File: src/rtl/reg_file_ctrl_pkg.sv
// Shared definitions for the register-file command sequencer: default widths,
// opcode encodings, FSM state type and operand-usage helpers.
package reg_file_ctrl_pkg;

    localparam int DW_DEF = 16;
    localparam int IW_DEF = 3;

    localparam logic [2:0] OP_MOV = 3'b000;
    localparam logic [2:0] OP_ADD = 3'b001;
    localparam logic [2:0] OP_SUB = 3'b010;
    localparam logic [2:0] OP_AND = 3'b011;
    localparam logic [2:0] OP_OR  = 3'b100;
    localparam logic [2:0] OP_XOR = 3'b101;
    localparam logic [2:0] OP_LDI = 3'b110;
    localparam logic [2:0] OP_CMP = 3'b111;

    typedef enum logic [1:0] {
        ST_IDLE = 2'd0,
        ST_RD   = 2'd1,
        ST_EX   = 2'd2,
        ST_WB   = 2'd3
    } state_t;

    // Every op except LDI consumes operand A.
    function automatic logic uses_a(input logic [2:0] op);
        return (op != OP_LDI);
    endfunction

    // MOV and LDI are the only ops that leave operand B unused.
    function automatic logic uses_b(input logic [2:0] op);
        return !((op == OP_LDI) || (op == OP_MOV));
    endfunction

endpackage

File: src/rtl/rf_alu.sv
// rf_alu: purely combinational ALU for the register-file sequencer.
// Produces the result plus zero and carry/borrow; carry is only meaningful
// for ADD/SUB/CMP and is forced low for every other op.
module rf_alu
    import reg_file_ctrl_pkg::*;
#(
    parameter int DW = DW_DEF
) (
    input  logic [2:0]    op,
    input  logic [DW-1:0] a,
    input  logic [DW-1:0] b,
    input  logic [DW-1:0] imm,
    output logic [DW-1:0] result,
    output logic          z,
    output logic          c
);

    logic [DW:0] sum;
    logic [DW:0] diff;

    // One extra bit catches the carry out of ADD and the borrow out of SUB/CMP.
    assign sum  = {1'b0, a} + {1'b0, b};
    assign diff = {1'b0, a} - {1'b0, b};

    // Opcode decode into result and carry
    always_comb begin
        // NOTE: every output gets a default before the case so no path infers a latch.
        result = '0;
        c      = 1'b0;
        case (op)
            OP_MOV: result = a;
            OP_ADD: begin
                result = sum[DW-1:0];
                c      = sum[DW];
            end
            OP_SUB, OP_CMP: begin
                result = diff[DW-1:0];
                c      = diff[DW];
            end
            OP_AND: result = a & b;
            OP_OR:  result = a | b;
            OP_XOR: result = a ^ b;
            OP_LDI: result = imm;
            default: result = '0;
        endcase
    end

    assign z = (result == '0);

endmodule

File: src/rtl/reg_file_ctrl.sv
// reg_file_ctrl: sequences one decoded command through read, execute and
// write-back against an 8x16 register file (IDLE -> RD -> EX -> WB).
// Optional build macro RF_R0_ZERO_EN: register 0 reads as zero (its read
// enable stays low) and write-back to register 0 is suppressed.
module reg_file_ctrl
    import reg_file_ctrl_pkg::*;
#(
    parameter int DW = DW_DEF,
    parameter int IW = IW_DEF
) (
    input  logic          clk,
    input  logic          rst,
    input  logic          cmd_valid,
    output logic          cmd_ready,
    input  logic [2:0]    cmd_op,
    input  logic [IW-1:0] cmd_dst,
    input  logic [IW-1:0] cmd_srcA,
    input  logic [IW-1:0] cmd_srcB,
    input  logic [DW-1:0] cmd_imm,
    output logic [IW-1:0] AR_idx,
    output logic [IW-1:0] BR_idx,
    output logic          rdAR_en,
    output logic          rdBR_en,
    input  logic [DW-1:0] rdAR_dat,
    input  logic [DW-1:0] rdBR_dat,
    output logic [IW-1:0] wr_idx,
    output logic          wr_en,
    output logic [DW-1:0] wr_dat,
    output logic          res_valid,
    output logic [DW-1:0] res_dat,
    output logic          flag_z,
    output logic          flag_c
);

    state_t        state;
    state_t        state_nxt;

    logic [2:0]    op_q;
    logic [IW-1:0] dst_q;
    logic [IW-1:0] src_a_q;
    logic [IW-1:0] src_b_q;
    logic [DW-1:0] imm_q;

    logic [DW-1:0] opnd_a_q;
    logic [DW-1:0] opnd_b_q;
    logic [DW-1:0] result_q;

    logic [DW-1:0] alu_result;
    logic          alu_z;
    logic          alu_c;

    logic          need_a;
    logic          need_b;
    logic          write_ok;

    // State register; reset returns to IDLE from any state, aborting the command
    always_ff @(posedge clk) begin
        // NOTE: clocked state uses <= so every register samples pre-edge values.
        if (rst) begin
            state <= ST_IDLE;
        end else begin
            state <= state_nxt;
        end
    end

    // Which operands the latched command reads, and whether it writes back
    always_comb begin
        need_a   = uses_a(op_q);
        need_b   = uses_b(op_q);
        write_ok = (op_q != OP_CMP);
`ifdef RF_R0_ZERO_EN
        if (src_a_q == '0) need_a = 1'b0;
        if (src_b_q == '0) need_b = 1'b0;
        if (dst_q == '0)   write_ok = 1'b0;
`endif
    end

    // Next state and all register-file/handshake outputs, decoded from state
    always_comb begin
        state_nxt = state;
        cmd_ready = 1'b0;
        AR_idx    = '0;
        BR_idx    = '0;
        rdAR_en   = 1'b0;
        rdBR_en   = 1'b0;
        wr_idx    = '0;
        wr_en     = 1'b0;
        wr_dat    = '0;
        res_valid = 1'b0;
        case (state)
            ST_IDLE: begin
                cmd_ready = 1'b1;
                if (cmd_valid) state_nxt = ST_RD;
            end
            ST_RD: begin
                AR_idx    = src_a_q;
                BR_idx    = src_b_q;
                rdAR_en   = need_a;
                rdBR_en   = need_b;
                state_nxt = ST_EX;
            end
            ST_EX: begin
                state_nxt = ST_WB;
            end
            ST_WB: begin
                wr_en     = write_ok;
                wr_idx    = dst_q;
                wr_dat    = result_q;
                res_valid = 1'b1;
                state_nxt = ST_IDLE;
            end
            default: state_nxt = ST_IDLE;
        endcase
    end

    // Latch the command fields on the accepting handshake
    always_ff @(posedge clk) begin
        // NOTE: command and operand registers carry no reset; each is always
        // written before the FSM reaches a state that reads it.
        if (cmd_valid && cmd_ready) begin
            op_q    <= cmd_op;
            dst_q   <= cmd_dst;
            src_a_q <= cmd_srcA;
            src_b_q <= cmd_srcB;
            imm_q   <= cmd_imm;
        end
    end

    // Capture operands at the end of RD; an unread port yields 0, not bus junk
    always_ff @(posedge clk) begin
        if (state == ST_RD) begin
            opnd_a_q <= rdAR_en ? rdAR_dat : '0;
            opnd_b_q <= rdBR_en ? rdBR_dat : '0;
        end
    end

    rf_alu #(
        .DW (DW)
    ) u_alu (
        .op     (op_q),
        .a      (opnd_a_q),
        .b      (opnd_b_q),
        .imm    (imm_q),
        .result (alu_result),
        .z      (alu_z),
        .c      (alu_c)
    );

    // Register the ALU result and flags at the end of EX; they hold until the next EX
    always_ff @(posedge clk) begin
        if (rst) begin
            result_q <= '0;
            flag_z   <= 1'b0;
            flag_c   <= 1'b0;
        end else if (state == ST_EX) begin
            result_q <= alu_result;
            flag_z   <= alu_z;
            flag_c   <= alu_c;
        end
    end

    assign res_dat = result_q;

endmodule

File: config.mk
export PLATFORM = sky130hd
export DESIGN_NAME = reg_file_ctrl
export DESIGN_NICKNAME = d
export VERILOG_FILES = /design/src/rtl/reg_file_ctrl_pkg.sv /design/src/rtl/rf_alu.sv /design/src/rtl/reg_file_ctrl.sv
export SDC_FILE = /design/constraint.sdc
export NUM_CORES = 1
export LEC_CHECK = 0
export BUFFER_PORTS_ARGS = -buffer_cell sky130_fd_sc_hd__buf_2
export CORE_MARGIN = 10
export CORE_UTILIZATION = 40
export CTS_CLUSTER_SIZE = 30
export DETAILED_ROUTE_END_ITERATION = 10
export HOLD_SLACK_MARGIN = 0.08
export PLACE_DENSITY_LB_ADDON = 0.1
export SETUP_SLACK_MARGIN = 0.05
export SLEW_MARGIN = 20
export SYNTH_ARGS = -nofsm -noshare
export SYNTH_HDL_FRONTEND = slang
export SYNTH_SLANG_ARGS = --single-unit
File: constraint.sdc
create_clock -name clk -period 3.7 [get_ports clk]
set_input_delay 0.37 -clock clk [delete_from_list [all_inputs] [get_ports clk]]
set_output_delay 0.37 -clock clk [all_outputs]
set_load 0.02 [all_outputs]
After elaboration in Yosys (flattened, before gate mapping)

Index checks and enable logic that the tools add are counted.

Register bits after elaboration: 80
Input bits: 63
Output and inout port bits: 48
Logic and storage cells: 49

Add/sub/neg operators: 2
Eq/ne operators: 13
Mux-type cells: 13
Bitwise gates (word level): 3
Reduce and logical (&&, ||, !) cells: 7

Operator list:

| operator                                                        | number |
|---|---|
| 16-bit one-hot mux with 7 select lines                          | 1 |
| 16-bit by 16-bit adder with 17-bit output                       | 1 |
| 16-bit by 16-bit subtractor with 17-bit output                  | 1 |
| 16-bit AND                                                      | 1 |
| 16-bit zero test                                                | 1 |
| 16-bit 2-to-1 mux                                               | 1 |
| 16-bit bitwise OR                                               | 1 |
| 16-bit XOR                                                      | 1 |
| 3-bit == test, second input constant                            | 4 |
| 3-bit 2-to-1 mux                                                | 3 |
| 2-bit one-hot mux with 4 select lines                           | 1 |
| 3-bit by 2-bit == test with 1-bit output, second input constant | 2 |
| 3-bit != test, second input constant                            | 2 |
| 1-bit 2-to-1 mux                                                | 5 |
| 2-bit == test, second input constant                            | 2 |
| 3-bit by 1-bit == test with 1-bit output, second input constant | 1 |
| 3-bit zero test                                                 | 1 |
| 2-bit by 1-bit == test with 1-bit output, second input constant | 1 |
| 2-bit zero test                                                 | 1 |
| 2-bit 2-to-1 mux                                                | 1 |
| 2-bit != test, second input constant                            | 1 |
| 1-bit one-hot mux with 2 select lines                           | 1 |
| 2-bit OR reduction                                              | 1 |
| 1-bit logical AND                                               | 1 |
| other kinds (2)                                                 | 2 |

Longest topological paths before layout

Gate-level depths: netlist of the first run.

Depth in word-level cells: 4
Gate-level depth with buffers: 13
Gate-level depth less buffers: 13

Cells and area by module

A second synthesis of the first run with hierarchy kept.

Cells, all modules: 678
Area total of the unflattened synthesis: 6208.5 um^2

By module, submodules not included:

| module        | instances | cells each | area each (um^2) |
|---|---|---|---|
| rf_alu        | 1         | 475        | 3190.6 |
| reg_file_ctrl | 1         | 203        | 3017.9 |

Worst setup path before layout of the first run

No wires, ideal clock.

Kind: register to output
Start: reg state[1]
End: out rdBR_en
Arrival time: 2443 ps
Data required time: 3330 ps
Path slack: 887 ps
Cell stages (with the launch flop): 6
Path buffers: 1
Path through: dfxtp_1 -> inv_1 -> ha_1 -> a21boi_0 -> clkbuf_1 -> and2_1

Cells in the longest elaborated chain, start to end: 2

Ends and longest elaborated chain:

| element                                  | line                | text |
|---|---|---|
| from (decl)                              | reg_file_ctrl.sv:35 | `state_t state;` |
| from (signal assigned)                   | reg_file_ctrl.sv:62 | `state <= state_nxt;` |
| 2-bit by 1-bit == test with 1-bit output | reg_file_ctrl.sv:90 | `case (state)` |
| 1-bit 2-to-1 mux                         | reg_file_ctrl.sv:90 |  |
| to (decl)                                | reg_file_ctrl.sv:23 | `output logic rdBR_en,` |

Every way passes these cells.

Worst setup path after layout of the first run

Start: reg opnd_a_q[11]
End: reg flag_z

Cells in the longest elaborated chain, start to end: 3
Elaborated cells between the ends (all ways): 7
Those cells by class: add/sub: 2; mux: 1; bitwise: 3; reduce/logical: 1

Ends and longest elaborated chain:

| element                                                                | line                 | text |
|---|---|---|
| from (decl)                                                            | reg_file_ctrl.sv:44  | `logic [DW-1:0] opnd_a_q;` |
| from (signal assigned)                                                 | reg_file_ctrl.sv:132 | `opnd_a_q <= rdAR_en ? rdAR_dat : '0;` |
| 16-bit by 16-bit subtractor with 17-bit output (tied with other cells) | rf_alu.sv:23         | `assign diff = {1'b0, a} - {1'b0, b};` |
| 16-bit one-hot mux with 7 select lines *                               | rf_alu.sv:30         | `case (op)` |
| 16-bit zero test *                                                     | rf_alu.sv:48         | `assign z = (result == '0);` |
| to (signal assigned)                                                   | reg_file_ctrl.sv:157 | `flag_z <= alu_z;` |
| to (decl)                                                              | reg_file_ctrl.sv:31  | `output logic flag_z,` |

Every way passes the cells marked *; elsewhere a longest branch is shown, timed or not.
A chain may end at the register's enable or synchronous reset.

==> summary.txt, run 1 <==
Critical path
  • Crit start category: flip-flop
  • Worst reg2reg path endpoint: flag_z
  • RR Startpoint: opnd_a_q[11]
  • R2R cell count: 11
  • CP arrival: about 3.6 ns
  • CP Max Fanout: 15
  • Crit path to: flag_z
  • Crit path capture type: flip-flop
  • Reg2Reg Setup Slack: about 0.33 ns
  • Crit Path Class: reg2reg
  • Launch point of the critical path: opnd_a_q[11]
  • Critical path required time: just under 4 ns

Routing
  • Routed via count: approximately 5.7k
  • DRC Markers: 0
  • 1st-iter DRT viols: between 600 and 700
  • Drt pass-1 iters: 7
  • Post-detailed-route wirelength per cell: 21.7 um
  • Final ANT Viol Nets: 0
  • DRT Wirelength: roughly 21000 um
  • DR vias/cell: 5.83

Synth
  • Post-synthesis mux area share: 0.00987
  • Post-synth top area share: 0.296
  • Compound-cell area share of the yosys netlist: 0.245
  • Post-Synth Simple-Gate Area: 0.191
  • XOR/XNOR Fraction of Synth Area: 0.00719
  • Post-synth cell types: 78
  • Largest family of logic cells by synthesized area: compound AO/OA/AOI/OAI gates
  • Area leader, netlist: edfxtp_1
  • Largest cells by area after synthesis: edfxtp_1 30%, ha_1 11%, dfxtp_1 6.6%, and2_1 4.9%, a21oi_1 4.9%
  • Post-synthesis sequential area ratio: 0.362
  • Yosys warning count: 0
  • Cell Area, Synth: 0.00609 mm^2
  • Post-synthesis adder-cell area fraction: 0.116
  • Asr flop ratio synth: 0
  • Synth Instances: between 600 and 700
  • EDFF count, synth: 60
  • Most frequently used flop master after synthesis: edfxtp_1
  • Avg Cell Area, Syn: roughly 9 um^2
  • Yosys reg bits: 80
  • Synthesized net count: about 800

GRT
  • Antenna violations before repair: 0
  • Overflow after GRT: 0
  • Vias in the first global route: around 5.8k
  • GRT Overall Usage: 0.206
  • First-pass GRT wire length: 32900 um
  • Pin count of the biggest net entering global routing: 39

STA
  • Final setup margin: between 0.3 and 0.4 ns
  • Max-slew violations: 0
  • Minimum clock period: 3.37 ns
  • TNS Setup: 0 ns
  • Final count of negative-setup-slack endpoints: 0
  • Slew Limit Headroom: 0.274
  • Final Cycle Share: 0.910
  • Hold Vio Cnt, Final: 0
  • Final worst hold slack: 0.191 ns
  • Clock skew: around 0.016 ns
  • RSZ-0062 raised after global routing: false
  • Worst-margin pin slew: 1.08 ns
  • Max Freq: 297 MHz

Power and ir drop
  • Worst vdd ir: roughly 0.53 mV
  • Design Power: 6060 uW
  • Pwr/cell area: ~850 mW/mm^2
  • Static Leak: approximately 0.0032 uW

Final layout
  • Ant. Diodes: 0
  • Ratio of cells with drive above 1 in the final layout: 0.211
  • Fillers: about 1.5k
  • Net count, final: just under 900
  • Layout area overhead: 17.4%
  • Final Non-Filler Cells: 970

Run
  • Max cap viols: 0

Clocking
  • Postcts setup bufs: 0
  • Hold_buf cts: 0
  • Clock slew at reported path FFs: roughly 0.08 ns
  • CTS buffer count: 9
  • Clk sink count: 80
  • CTS Buffer Depth: 2
  • Post-cts sizing count: 0
  • H-tree depth: 3
  • CTS tree: yes
  • Root Buffer: clkbuf_16
  • Skew-Pair Late Insertion Delay: between 0.3 and 0.4 ns

Place
  • Routability Congestion: 0.976
  • Inst Count DP: approximately 950
  • PortBufs: between 100 and 150
  • Post-Place Worst Slack: roughly 0.34 ns
  • Post-detail-place hpwl: 16000 um

Floorplan
  • Core area: roughly 0.015 mm^2
  • Row count: 45
  • Die area: a little over 0.02 mm^2
  • Die X: about 140 um
  • I/O Pins: roughly 110
  • Initial Util: 0.405
  • Die height: around 140 um

Run status
  • Outcome: complete, no violations

Min path
  • Worst Hold Class: in2reg
## worst min path at each step
stage	from	to	cells past startpoint
final	cmd_imm[15]	imm_q[15]	1
after global routing	cmd_imm[15]	imm_q[15]	1
after CTS	cmd_imm[15]	imm_q[15]	1
after detailed placement	flag_z	flag_z	2
after global placement	flag_z	flag_z	2
after floorplan	cmd_dst[0]	dst_q[0]	0
## critical path, stage by stage (launching register included)
cell	delay [ns]
edfxtp_1	0.44
inv_1	0.07
ha_1	0.49
a21o_1	0.33
or3_1	0.32
o32ai_1	0.40
o41ai_1	0.22
xor2_1	0.19
a221oi_1	0.44
o2111a_1	0.22
o2111ai_1	0.10
o21ai_1	0.09
## cells in the final DEF (no fill, tap or decap), types with 10 or more instances in the layout
| master | synthesis | layout |
|---|---|---|
| buf_2 | 12 | 110 |
| dfxtp_1 | 20 | 20 |
| ha_1 | 53 | 53 |
| a211oi_1 | 11 | 11 |
| nand3_1 | 12 | 12 |
| buf_4 | 6 | 22 |
| o21ai_0 | 17 | 17 |
| nor2b_1 | 11 | 11 |
| inv_1 | 55 | 55 |
| nand2b_1 | 10 | 10 |
| nor2_1 | 59 | 59 |
| and2_1 | 48 | 48 |
| a221oi_1 | 13 | 13 |
| and3_1 | 19 | 19 |
| a21oi_1 | 59 | 59 |
| nand2_1 | 28 | 28 |
| edfxtp_1 | 60 | 60 |
| nor3_1 | 18 | 18 |
## where the power goes
group | leakage [uW] | internal [uW] | switching, uW
Combinational | 0.00227 | 1290 | 2330
Sequential | 0.000737 | 1330 | 218
Clock | 0.000144 | 475 | 416
## final cells by class
cell class / count / area, um^2 / area share
repair buffers: 133 / 736 / 0.103
well taps: 188 / 235 / 0.0329
flip-flops and latches: 80 / 2200 / 0.308
clock buffers: 9 / 225 / 0.0315
multi-input cells: 498 / 3470 / 0.486
inverters: 55 / 206 / 0.0289
clock inverters: 7 / 70.1 / 0.00981
## registers in the layout (all words and copies together) (netlist names)
register  cells
flag_c        1
src_b_q       3
imm_q        16
res_dat      16
state         2
src_a_q       3
dst_q         3
opnd_b_q     16
op_q          3
opnd_a_q     16
flag_z        1
## stage by stage
step,area [um^2],util
5_1_grt,7150,0.475
3_3_place_gp,6850,0.456
6_report,7150,0.475
4_1_cts,7150,0.475
2_1_floorplan,6090,-
3_5_place_dp,6850,0.456
## synth_stat cells, drive strengths merged (6+ instances only)
master  instances
edfxtp         60
o21bai          7
nor3           18
clkbuf         21
dfxtp          20
buf            23
nor2b          11
a221oi         13
ha             53
nand2b         10
nor2           59
a311oi          7
inv            55
nand3          12
o21ai          19
o211ai          9
mux2i           6
and3           19
o32ai           6
a21oi          60
and2           48
nand2          28
a211oi         12
a211o           7
## cell families (layout without fill, tap and decap cells)
group | Yosys count | after routing
flip-flops | 80 | 80
AO/OA/AOI/OAI | 208 | 208
buffers and inverters | 99 | 204
XOR/XNOR | 5 | 5
adder cells (fa/ha/maj) | 55 | 55
AND/OR/NAND/NOR | 224 | 224
multiplexers | 6 | 6
## per-layer routing
layer / GRT usage / share of wire / vias to the layer above
met5: 0 / 0 / -
met4: 0.0484 / 0.015 / 0
met3: 0.0446 / 0.061 / 24
met2: 0.315 / 0.44 / 217
met1: 0.290 / 0.48 / 2730
li1: - / - / 2687
(Power assumes the default switching activity.)
==> run 2: changes to the inputs <==
--- a/config.mk
+++ b/config.mk
@@ -7,7 +7,7 @@
 export LEC_CHECK = 0
 export BUFFER_PORTS_ARGS = -buffer_cell sky130_fd_sc_hd__buf_2
 export CORE_MARGIN = 10
-export CORE_UTILIZATION = 40
+export CORE_UTILIZATION = 57
 export CTS_CLUSTER_SIZE = 30
 export DETAILED_ROUTE_END_ITERATION = 10
 export HOLD_SLACK_MARGIN = 0.08
==> summary.txt, run 2 (synthesis gave the netlist of run 1 again) <==
Final layout
  • Ratio of cells with drive above 1 in the final layout: 0.205
  • Commonest non-fill, non-tap cell in the layout: buf_2
  • Most frequent cells in the layout: 110 x buf_2, 60 x edfxtp_1, 59 x nor2_1, 59 x a21oi_1, 55 x inv_1
  • Layout area overhead: 14.0%
  • Ant. Diodes: 0
  • Net count, final: 889

Clocking
  • Clk sink count: 80
  • CTS Buffer Depth: 2
  • Postcts setup bufs: 0
  • Clock slew at reported path FFs: ~0.10 ns
  • H-tree depth: 3
  • Skew-Pair Late Insertion Delay: between 0.3 and 0.4 ns
  • Root Buffer: clkbuf_8
  • CTS buffer count: 9
  • CTS tree: yes

STA
  • Max-slew violations: 0
  • Worst-margin pin slew: 0.720 ns
  • Clock skew: between 0.015 and 0.02 ns
  • RSZ-0062 raised after global routing: false
  • Hold Vio Cnt, Final: 0
  • Max Freq: about 300 MHz
  • Minimum clock period: about 3.3 ns
  • Final count of negative-setup-slack endpoints: 0
  • Final Cycle Share: 0.899
  • Slew Limit Headroom: 0.520
  • Final setup margin: 0.375 ns
  • TNS Setup: 0 ns

Run
  • Max cap viols: 0

Floorplan
  • Core area: a little over 0.01 mm^2
  • I/O Pins: approximately 110
  • Die area: approximately 0.015 mm^2
  • Die height: 123 um
  • Initial Util: 0.587
  • Die X: between 100 and 150 um
  • Row count: 37

GRT
  • Antenna violations before repair: 0
  • Pin count of the biggest net entering global routing: 39
  • GRT Overall Usage: 0.262
  • Overflow after GRT: 0
  • First-pass GRT wire length: about 31000 um
  • Vias in the first global route: ~5.7k

Routing
  • 1st-iter DRT viols: between 700 and 800
  • Final ANT Viol Nets: 0
  • Drt pass-1 iters: 6
  • DRT Wirelength: roughly 20000 um
  • DR vias/cell: roughly 6.4
  • DRC Markers: 0
  • Post-detailed-route wirelength per cell: 22.0 um
  • Routed via count: between 5k and 6k

Place
  • Routability Congestion: 0.997
  • Post-detail-place hpwl: 15400 um
  • Post-Place Worst Slack: around 0.4 ns
  • PortBufs: 110

Min path
  • Worst Hold Class: in2reg

Critical path
  • Critical path required time: 3.96 ns
  • CP arrival: 3.59 ns
  • Crit path capture type: flip-flop
  • Crit start category: flip-flop
  • Crit Path Class: reg2reg
  • CP Max Fanout: 3

Power and ir drop
  • Pwr/cell area: ~830 mW/mm^2
  • Static Leak: 0.00308 uW
  • Worst vdd ir: around 0.55 mV

Run status
  • Outcome: complete, no violations
==> run 2: path summary, 6_finish.rpt <==
path,depth (start not counted),startpoint,slack [ns],endpoint
worst max-delay path,12,opnd_b_q[0],0.37,res_dat[14]
worst min-delay path,1,cmd_imm[9],0.15,imm_q[9]
worst max register to register,12,opnd_b_q[0],0.37,res_dat[14]
worst min register to register,2,flag_z,0.50,flag_z
==> run 2: metrics by stage <==
stage          total power (uW)  instance area [um^2]  utilization  instances  hold WS (ns)
2_1_floorplan              3970                  6090            -        677         0.469
3_3_place_gp               4920                  6720        0.648        896         0.470
3_5_place_dp               4960                  6720        0.648        896         0.479
4_1_cts                    5680                  6930        0.669        912         0.143
5_1_grt                    6140                  6940        0.669        912         0.149
6_report                   5790                  6940        0.669        912         0.153
==> run 2: critical path, cell delays in order (launching register included) <==
cell and delay [ns]:
edfxtp_1 0.38, ha_1 0.23, inv_1 0.09, fa_1 0.42, nand2b_1 0.19, a21oi_1 0.23
nor3_1 0.15, o41ai_1 0.59, xor2_1 0.16, a221oi_1 0.41, nor3_1 0.13, a21oi_1 0.16
nor2_1 0.06
==> run 2: what timing repair did <==
action	4_1_cts	5_1_grt
setup endpoints to repair	0	2
hold buffers	0	0
gates resized for setup	0	1
==> run 2: report_power, final <==
part           internal, uW  switching, uW  leakage [uW]
Combinational          1230           2280       0.00224
Sequential             1330            237      0.000737
Clock                   340            370      0.000108
Total                  2900           2890       0.00308
==> run 2: final cells by class <==
type	count	area, um^2
inverter	55	206
clock inverter	6	73.8
multi-input combinational	498	3470
tap	136	170
clock buffer	10	138
fill	882	3430
sequential	80	2200
timing repair buffer	127	678
==> run 2: routing by layer <==
metal	part of all wire	track usage	vias up
li1	-	-	2672
met1	0.43	0.363	2730
met2	0.42	0.378	374
met3	0.12	0.0789	48
met4	0.027	0.0932	0
met5	0	0	-
==> run 3: changes to the inputs <==
--- a/config.mk
+++ b/config.mk
@@ -5,6 +5,7 @@
 export SDC_FILE = /design/constraint.sdc
 export NUM_CORES = 1
 export LEC_CHECK = 0
+export ABC_AREA = 1
 export BUFFER_PORTS_ARGS = -buffer_cell sky130_fd_sc_hd__buf_2
 export CORE_MARGIN = 10
 export CORE_UTILIZATION = 57
@@ -12,6 +13,7 @@
 export DETAILED_ROUTE_END_ITERATION = 10
 export HOLD_SLACK_MARGIN = 0.08
 export PLACE_DENSITY_LB_ADDON = 0.1
+export RECOVER_POWER = 100
 export SETUP_SLACK_MARGIN = 0.05
 export SLEW_MARGIN = 20
 export SYNTH_ARGS = -nofsm -noshare
==> summary.txt, run 3 <==
Run status
  • Outcome: complete, but fails checks
  • Failing checks: capacitance limit, slew limit

Synth
  • Post-synth top area share: 0.296
  • XOR/XNOR Fraction of Synth Area: 0
  • Synthesized net count: around 990
  • Post-synthesis mux area share: 0
  • Post-Synth Simple-Gate Area: 0.293
  • Cell Area, Synth: 0.00608 mm^2
  • Asr flop ratio synth: 0
  • Most frequently used flop master after synthesis: edfxtp_1
  • Largest family of logic cells by synthesized area: simple AND/OR/NAND/NOR gates
  • Post-synthesis sequential area ratio: 0.362
  • Compound-cell area share of the yosys netlist: 0.0876
  • Largest cells by area after synthesis: edfxtp_1 30%, nand2_1 13%, inv_1 12%, ha_1 11%, dfxtp_1 6.6%
  • Yosys reg bits: 80
  • Post-synthesis adder-cell area fraction: 0.116
  • Yosys warning count: 0
  • Commonest cells in the netlist: 217 x nand2_1, 189 x inv_1, 99 x nor2_1
  • Avg Cell Area, Syn: a little under 7 um^2
  • Post-synth cell types: 33
  • Synth Instances: ~880
  • Area leader, netlist: edfxtp_1
  • EDFF count, synth: 60
  • Most frequent cell after synthesis: nand2_1

Final layout
  • Most frequent cells in the layout: 217 x nand2_1, 190 x inv_1, 100 x nor2_1
  • Ant. Diodes: 0
  • Post-layout util: 0.658
  • Net count, final: between 1k and 1.5k
  • Commonest non-fill, non-tap cell in the layout: nand2_1
  • Ratio of cells with drive above 1 in the final layout: 0.0930
  • Final Non-Filler Cells: roughly 1.1k
  • Layout area overhead: 12.1%

GRT
  • Pin count of the biggest net entering global routing: 39
  • Overflow after GRT: 0
  • Antenna violations before repair: 0
  • First-pass GRT wire length: between 20000 and 30000 um
  • Vias in the first global route: between 5k and 6k
  • GRT Overall Usage: 0.236

STA
  • Clock skew: ~0.012 ns
  • Max Freq: 319 MHz
  • TNS Setup: 0 ns
  • Hold Vio Cnt, Final: 0
  • Minimum clock period: about 3.1 ns
  • RSZ-0062 raised after global routing: false
  • Max-slew violations: 29
  • Final setup margin: 0.561 ns
  • Final Cycle Share: 0.848
  • Final count of negative-setup-slack endpoints: 0
  • Worst-margin pin slew: ~1.8 ns
  • Slew Limit Headroom: -0.179

Clocking
  • Clock slew at reported path FFs: approximately 0.09 ns
  • Root Buffer: clkbuf_8
  • CTS tree: yes
  • CTS Buffer Depth: 2
  • H-tree depth: 3
  • Hold_buf cts: 0
  • Post-cts sizing count: 0
  • Skew-Pair Late Insertion Delay: roughly 0.38 ns
  • CTS buffer count: 9
  • Clk sink count: 80
  • Postcts setup bufs: 0

Critical path
  • CP max-delay cell: clkinvlp_2
  • Max stage delay on crit path: 0.68 ns
  • Most frequent CP cell: nor2_1
  • Reg2Reg Setup Slack: 0.56 ns
  • Crit start category: flip-flop
  • Crit path cell chain: inv_1 > nor2_1 > clkinvlp_2 > o21ai_0 > nor2_1 > nand4_1 > nor2_1 > nand3_1 > nor2_1 > nand3_1 > a21oi_1
  • Crit Path Class: reg2reg
  • CP Max Fanout: 10
  • Buf/Inv on CP: 2
  • Crit path capture type: flip-flop
  • CP top delay family: simple AND/OR/NAND/NOR gates
  • CP arrival: about 3.4 ns
  • Critical path required time: 3.97 ns

Min path
  • Worst Hold Class: in2reg

Floorplan
  • Die height: ~120 um
  • I/O Pins: 111
  • Core area: roughly 0.010 mm^2
  • Initial Util: 0.587
  • Die area: 0.0152 mm^2
  • Row count: 37
  • Die X: ~120 um

Routing
  • DRT Wirelength: roughly 18000 um
  • Routed via count: 5890
  • DR WL met2: between 8000 and 9000 um
  • DR vias/cell: approximately 5.3
  • 1st-iter DRT viols: between 500 and 600
  • Uppermost layer routed: met4
  • Drt pass-1 iters: 7
  • Met1 Routed Length: 8100 um
  • Post-detailed-route wirelength per cell: ~16 um
  • DRC Markers: 0
  • Final ANT Viol Nets: 0
  • Met3 routed WL: 1430 um

Power and ir drop
  • Static Leak: 0.00363 uW
  • Worst vdd ir: about 0.41 mV
  • Pwr/cell area: ~800 mW/mm^2

Place
  • PortBufs: 110
  • Post-Place Worst Slack: about 1.2 ns
  • Inst Count DP: approximately 1.1k
  • Routability Congestion: 0.971
  • Post-detail-place hpwl: roughly 14000 um

Run
  • Max cap viols: 1
## run 3: cell count changes in the layout (fill, tap and decap cells not counted), sizes merged, moves of 42 or more
cell and delta:
nand2 +191, inv +138, buf -64, nand3 +64
clkbuf +50, and2 -47, nor2 +42
## run 3: cell type report
class,count,area [um^2]
Timing Repair Buffer,113,505
Tap cell,136,170
Clock buffer,10,128
Sequential cell,80,2200
Fill cell,966,3550
Multi-Input combinational cell,574,3010
Inverter,196,737
Clock inverter,6,68.8
## run 3: kinds of logic after synthesis
kind of cell | count (synthesis)
flops | 80
fa+ha+maj | 55
simple gates | 424
compound gates | 95
buf+inv | 222
## run 3: report_power, final
group          switching [uW]  total [uW]  internal, uW
Sequential                200        1540          1340
Clock                     342         656           315
Combinational            2330        3260           935
Total                    2870        5460          2590
## run 3: through the flow
stage	hold WS [ns]	instance area, um^2	total power, uW
after floorplan	0.439	6080	3860
after global placement	0.455	6700	4760
after detailed placement	0.459	6700	4800
after CTS	0.147	6900	5460
after global routing	0.148	6820	5950
final	0.153	6820	5460
## run 3: worst paths after layout
kind	depth (start not counted)	end	from
min reg2reg	2	flag_z	flag_z
max	11	flag_z	op_q[2]
min	1	src_b_q[1]	cmd_srcB[1]
max reg2reg	11	flag_z	op_q[2]
## run 3: routing by layer
metal | up-vias | GRT usage
met5 | - | 0
met4 | 0 | 0.0932
met3 | 33 | 0.0447
met2 | 256 | 0.381
met1 | 2661 | 0.307
li1 | 2940 | -
